**src/rtl/prog_loader_pkg.sv**
```systemverilog
// Shared definitions for the boot-time program loader: state encoding and
// stream framing constants.
package prog_loader_pkg;

  typedef enum logic [2:0] {
    HDR0,
    HDR1,
    DATA,
    CKSUM,
    RUN,
    ERR
  } state_e;

  localparam int HDR_W      = 16;
  localparam int WORD_BYTES = 4;

endpackage

```
**src/rtl/prog_loader_byte_packer.sv**
```systemverilog
// Packs accepted stream bytes big-endian into 32-bit instruction words and
// flags the byte that completes each word.
module byte_packer
  import prog_loader_pkg::*;
(
  input  logic        clk,
  input  logic        rst_n,
  input  logic        clr,
  input  logic        accept,
  input  logic [7:0]  byte_in,
  output logic        word_done,
  output logic [31:0] word
);

  logic [1:0]  cnt_q, cnt_d;
  logic [23:0] sr_q, sr_d;

  always_comb begin
    cnt_d = cnt_q;
    sr_d  = sr_q;
    if (clr) begin
      cnt_d = '0;
      sr_d  = '0;
    end else if (accept) begin
      cnt_d = cnt_q + 2'd1;
      sr_d  = {sr_q[15:0], byte_in};
    end
  end

  // The completing byte is combined live so the word is ready on its own edge.
  assign word_done = accept && !clr && (cnt_q == 2'(WORD_BYTES - 1));
  assign word      = {sr_q, byte_in};

  always_ff @(posedge clk or negedge rst_n) begin
    if (!rst_n) begin
      cnt_q <= '0;
      sr_q  <= '0;
    end else begin
      cnt_q <= cnt_d;
      sr_q  <= sr_d;
    end
  end

endmodule

```
**src/rtl/prog_loader.sv**
```systemverilog
// Boot-time program loader: writes a streamed image into instruction memory and
// holds the CPU until done. Optional trailer checksum via PROG_LOADER_CKSUM_EN.
module prog_loader
  import prog_loader_pkg::*;
#(
  parameter int ADDR_W = 10
) (
  input  logic              clk,
  input  logic              rst,
  input  logic              in_valid,
  input  logic [7:0]        in_data,
  output logic              in_ready,
  input  logic              load_req,
  output logic              imem_we,
  output logic [ADDR_W-1:0] imem_addr,
  output logic [31:0]       imem_wdata,
  output logic              cpu_run,
  output logic              load_err,
  output logic [ADDR_W:0]   words_loaded
);

  localparam logic [HDR_W:0] MAX_WORDS = (HDR_W + 1)'(2 ** ADDR_W);

`ifdef PROG_LOADER_CKSUM_EN
  localparam state_e END_ST = CKSUM;
`else
  localparam state_e END_ST = RUN;
`endif

  state_e              state_q, state_d;
  logic [HDR_W-1:0]    n_q, n_d;
  logic                imem_we_q, imem_we_d;
  logic [ADDR_W-1:0]   imem_addr_q, imem_addr_d;
  logic [31:0]         imem_wdata_q, imem_wdata_d;
  logic                cpu_run_q, cpu_run_d;
  logic                load_err_q, load_err_d;
  logic [ADDR_W:0]     words_loaded_q, words_loaded_d;
  logic                acc, restart, word_done;
  logic [31:0]         word;
  logic [HDR_W:0]      hdr_n, next_count;

  assign in_ready = rst && (state_q == HDR0 || state_q == HDR1 ||
                            state_q == DATA || state_q == CKSUM);
  assign acc      = in_valid && in_ready;
  assign hdr_n    = {1'b0, n_q[HDR_W-1:8], in_data};
  assign next_count = {{(HDR_W - ADDR_W){1'b0}}, words_loaded_q} + (HDR_W + 1)'(1);

`ifdef PROG_LOADER_CKSUM_EN
  logic [7:0] cks_q, cks_d;

  always_comb begin
    cks_d = cks_q;
    if (restart)
      cks_d = '0;
    else if (acc && state_q == DATA)
      cks_d = cks_q ^ in_data;
  end

  always_ff @(posedge clk or negedge rst) begin
    if (!rst) cks_q <= '0;
    else      cks_q <= cks_d;
  end
`endif

  byte_packer u_packer (
    .clk       (clk),
    .rst_n     (rst),
    .clr       (restart),
    .accept    (acc && state_q == DATA),
    .byte_in   (in_data),
    .word_done (word_done),
    .word      (word)
  );

  always_comb begin
    state_d        = state_q;
    n_d            = n_q;
    imem_we_d      = 1'b0;
    imem_addr_d    = imem_addr_q;
    imem_wdata_d   = imem_wdata_q;
    words_loaded_d = words_loaded_q;
    restart        = 1'b0;
    case (state_q)
      HDR0: if (acc) begin
        n_d     = {in_data, 8'h00};
        state_d = HDR1;
      end
      HDR1: if (acc) begin
        n_d = hdr_n[HDR_W-1:0];
        if (hdr_n > MAX_WORDS)    state_d = ERR;
        else if (hdr_n == '0)     state_d = END_ST;
        else                      state_d = DATA;
      end
      DATA: if (word_done) begin
        imem_we_d      = 1'b1;
        imem_addr_d    = words_loaded_q[ADDR_W-1:0];
        imem_wdata_d   = word;
        words_loaded_d = next_count[ADDR_W:0];
        if (next_count == {1'b0, n_q}) state_d = END_ST;
      end
`ifdef PROG_LOADER_CKSUM_EN
      CKSUM: if (acc) state_d = (in_data == cks_q) ? RUN : ERR;
`endif
      RUN, ERR: if (load_req) begin
        state_d        = HDR0;
        words_loaded_d = '0;
        restart        = 1'b1;
      end
      default: state_d = ERR;
    endcase
    // cpu_run lags RUN entry by one edge so the final write lands first.
    cpu_run_d  = (state_q == RUN) && (state_d == RUN);
    load_err_d = (state_d == ERR);
  end

  always_ff @(posedge clk or negedge rst) begin
    if (!rst) begin
      state_q        <= HDR0;
      n_q            <= '0;
      imem_we_q      <= 1'b0;
      imem_addr_q    <= '0;
      imem_wdata_q   <= '0;
      cpu_run_q      <= 1'b0;
      load_err_q     <= 1'b0;
      words_loaded_q <= '0;
    end else begin
      state_q        <= state_d;
      n_q            <= n_d;
      imem_we_q      <= imem_we_d;
      imem_addr_q    <= imem_addr_d;
      imem_wdata_q   <= imem_wdata_d;
      cpu_run_q      <= cpu_run_d;
      load_err_q     <= load_err_d;
      words_loaded_q <= words_loaded_d;
    end
  end

  assign imem_we      = imem_we_q;
  assign imem_addr    = imem_addr_q;
  assign imem_wdata   = imem_wdata_q;
  assign cpu_run      = cpu_run_q;
  assign load_err     = load_err_q;
  assign words_loaded = words_loaded_q;

endmodule
```
**config.mk**
```make
export PLATFORM = sky130hd
export DESIGN_NAME = prog_loader
export DESIGN_NICKNAME = d
export VERILOG_FILES = /design/src/rtl/prog_loader_pkg.sv /design/src/rtl/prog_loader_byte_packer.sv /design/src/rtl/prog_loader.sv
export SDC_FILE = /design/constraint.sdc
export NUM_CORES = 1
export LEC_CHECK = 0
export ABC_AREA = 1
export CELL_PAD_IN_SITES_DETAIL_PLACEMENT = 1
export CELL_PAD_IN_SITES_GLOBAL_PLACEMENT = 1
export CORE_MARGIN = 3
export CORE_UTILIZATION = 40
export CTS_CLUSTER_DIAMETER = 150
export DETAILED_ROUTE_END_ITERATION = 16
export HOLD_SLACK_MARGIN = 0.06
export PLACE_DENSITY = 0.9
export SYNTH_ARGS = -nofsm -noshare
export SYNTH_HDL_FRONTEND = slang
export SYNTH_SLANG_ARGS = --single-unit
```
**constraint.sdc**
```tcl
create_clock -name clk -period 2.2 [get_ports clk]
set_input_delay 0.44 -clock clk [delete_from_list [all_inputs] [get_ports clk]]
set_output_delay 0.44 -clock clk [all_outputs]
set_load 0.1 [all_outputs]
```
==> metrics.txt <==
placement row count 37; initial antenna violation count 0; drc violations 0; total grt overflow 0; CTS max path bufs 2; Worst-Skew Late Latency 0.37 ns; I/O Buffers 68; max_cap viols 0; met2 wire len 6131 um; Final Critical Period around 2.0 ns; Synth-to-Final Area Change 22.82%; Reg clk slew, reported paths 0.10 ns; crit path capture type output port; Final setup viols 0; WL met1 5198 um; antenna diode count 0; clock sink count 101; Worst-Margin Slew 0.5204 ns; Placed Instance Area a little over 5000 um^2; DIE AREA between 10000 and 15000 um^2; Iteration-0 DRC Markers 154; IO Count slightly below 70; Layout Cells excl Fill between 700 and 800; Pwr Total approximately 4.9 mW; top layer used by detailed routing met4; Arr. time, crit path approximately 1.6 ns; Post-Route Utilization 50.90%; Fin Setup TNS 0 ns; Hold Vio Cnt, Final 0; overall routing resource usage 21.29%; via count 3717; Final HPWL DP 9026 um; CP max-delay cell dlygate4sd3_1; Synth cell types 23; number of global-route vias before repair 3892; fin crit share 92.70%; Mapped Cells 495; nets approximately 600; crit path kind in -> out; Initial Util 41.45%; Synth Register Bits 101; unrepaired setup endpoints after global routing no; post-synthesis net count 509; dpl cells 694; worst vdd ir 0.0004555 V; Max Freq 0.4903 GHz; Post-CTS Setup Bufs 0; most frequent cells in the layout nand2_1, dfrtp_1, inv_1; met3 wire len 582 um; Die H between 100 and 150 um; CTS tree built; outcome completed; largest net degree at the start of global routing 97; H-tree Lvls 3; Syn. warnings 0; die width 109.7 um; worst-path cell chain dlygate4sd3_1, buf_4, inv_1, nor2_1, buf_12; commonest non-fill, non-tap cell in the layout nand2_1; layout cells sized above 1 16.87%; Hold Path Class in -> async; startpoint types primary input; drt total wl 12280 um; register area share after synthesis 58.81%; Post-Syn Area 4298 um^2; Detailed Routing Iterations Pass 1 4; Core Region 10370 um^2; P_leak 2.582 nW; CTS Buf Count 9; Final Cell Area between 5000 and 6000 um^2; P per Cell Area 932.9 nW/um^2; antenna violation net count after detailed routing 0; Max Slew Vio Count 0; slew margin rel. 65.31%; Fillers approximately 1200; mean post-synth cell area just under 9 um^2; Layout Skew 0.01229 ns; RD Place Congestion ~0.87; Worst Path Max Fanout 8; routed length per instance about 17 um; global-route wire length before repair 19550 um; Vias per Instance 5.228; highest cell delay on the worst timing path 0.52 ns; Critical Path RT around 1.8 ns; Root Buffer Master clkbuf_8
==> worst max-delay path, delay by kind of cell <==
family | cells | cell delay (ns)
buffers and inverters | 4 | 0.97
and+or+nand+nor | 1 | 0.17
==> per-stage QoR <==
stage | setup slack, ns | hold slack (ns)
6_report | 0.1606 | 0.4305
2_1_floorplan | 0.01052 | 0.1444
4_1_cts | 0.1311 | 0.4248
5_1_grt | 0.06635 | 0.4235
3_3_place_gp | 0.2019 | 0.2811
3_5_place_dp | 0.1213 | 0.2829
==> timing repair <==
action | 4_1_cts | 5_1_grt
resized for setup | 0 | 2
hold endpoints to repair | 5 | 0
hold buffers | 1 | 0
setup endpoints to repair | 0 | 3
==> cell type report <==
cell class                 count  area (um^2)  share of cell area [%]
inverter                      76        285.3                   5.404
multi-input combinational    302         1418                   26.85
clock buffer                  10        137.6                   2.607
clock inverter                 6        70.07                   1.327
sequential                   101         2532                   47.97
timing repair buffer          80        665.6                   12.61
tap                          136        170.2                   3.224
==> state kept, by name (all words and copies together) (netlist names) <==
| register | count |
|---|---|
| imem_wdata | 32 |
| u_packer.sr_q | 24 |
| n_q | 16 |
| words_loaded | 11 |
| imem_addr | 10 |
| state_q | 3 |
| u_packer.cnt_q | 2 |
| cpu_run | 1 |
| imem_we | 1 |
| load_err | 1 |
==> synthesized netlist by cell type <==
master    instances  area, um^2
o21ai_0          58       290.3
buf_6             1       11.26
a21oi_1           4       20.02
buf_2             4       20.02
inv_2             2       7.510
nor2_4            1       11.26
nor3_1            1       5.000
nand3_1          36       180.2
nor3_4            1       16.27
clkinv_1          2       7.510
nand2_1         126       473.0
a31oi_1           1       6.260
nor2_2            1       6.260
ha_1              2       25.02
inv_1            72       270.3
o22ai_1          31       193.9
o21bai_1          1       7.510
nor2_1           25       93.84
clkbuf_1         11       41.29
dfrtp_1         101        2527
nand4_1           7       43.79
nand3_2           1       10.01
o21ai_1           6       30.03
==> worst paths after layout <==
kind | slack [ns] | end | startpoint | depth (start not counted)
worst max-delay path | 0.16 | in_ready | rst | 5
worst min-delay path | 0.43 | cpu_run | rst | 2
worst max register to register | 0.25 | state_q[1] | words_loaded[0] | 13
worst min register to register | 0.50 | imem_addr[3] | imem_addr[3] | 2
max in group asynchronous | 1.02 | words_loaded[0] | rst | 3
min in group clk | 0.50 | imem_addr[3] | imem_addr[3] | 2
==> cells by family (layout without fill, tap and decap cells) <==
group	after synthesis	in the layout	synth area share, %
AND/OR/NAND/NOR	199	199	19.53
flip-flops	101	101	58.81
adder cells (fa/ha/maj)	2	2	0.5821
AO/OA/AOI/OAI	101	101	12.75
buffers and inverters	92	172	8.326
==> report_power, final <==
group	internal, mW	switching, mW
Clock	0.567	0.680
Combinational	0.389	0.991
Sequential	2.12	0.181
Total	3.07	1.85
==> metal layers <==
metal | GRT usage [%] | vias to the layer above
met1 | 25.87 | 1841
met2 | 36.92 | 97
met3 | 4.698 | 30
met5 | 0 | -
li1 | - | 1749
met4 | 8.103 | 0
Power figures use the tool's default switching activity.
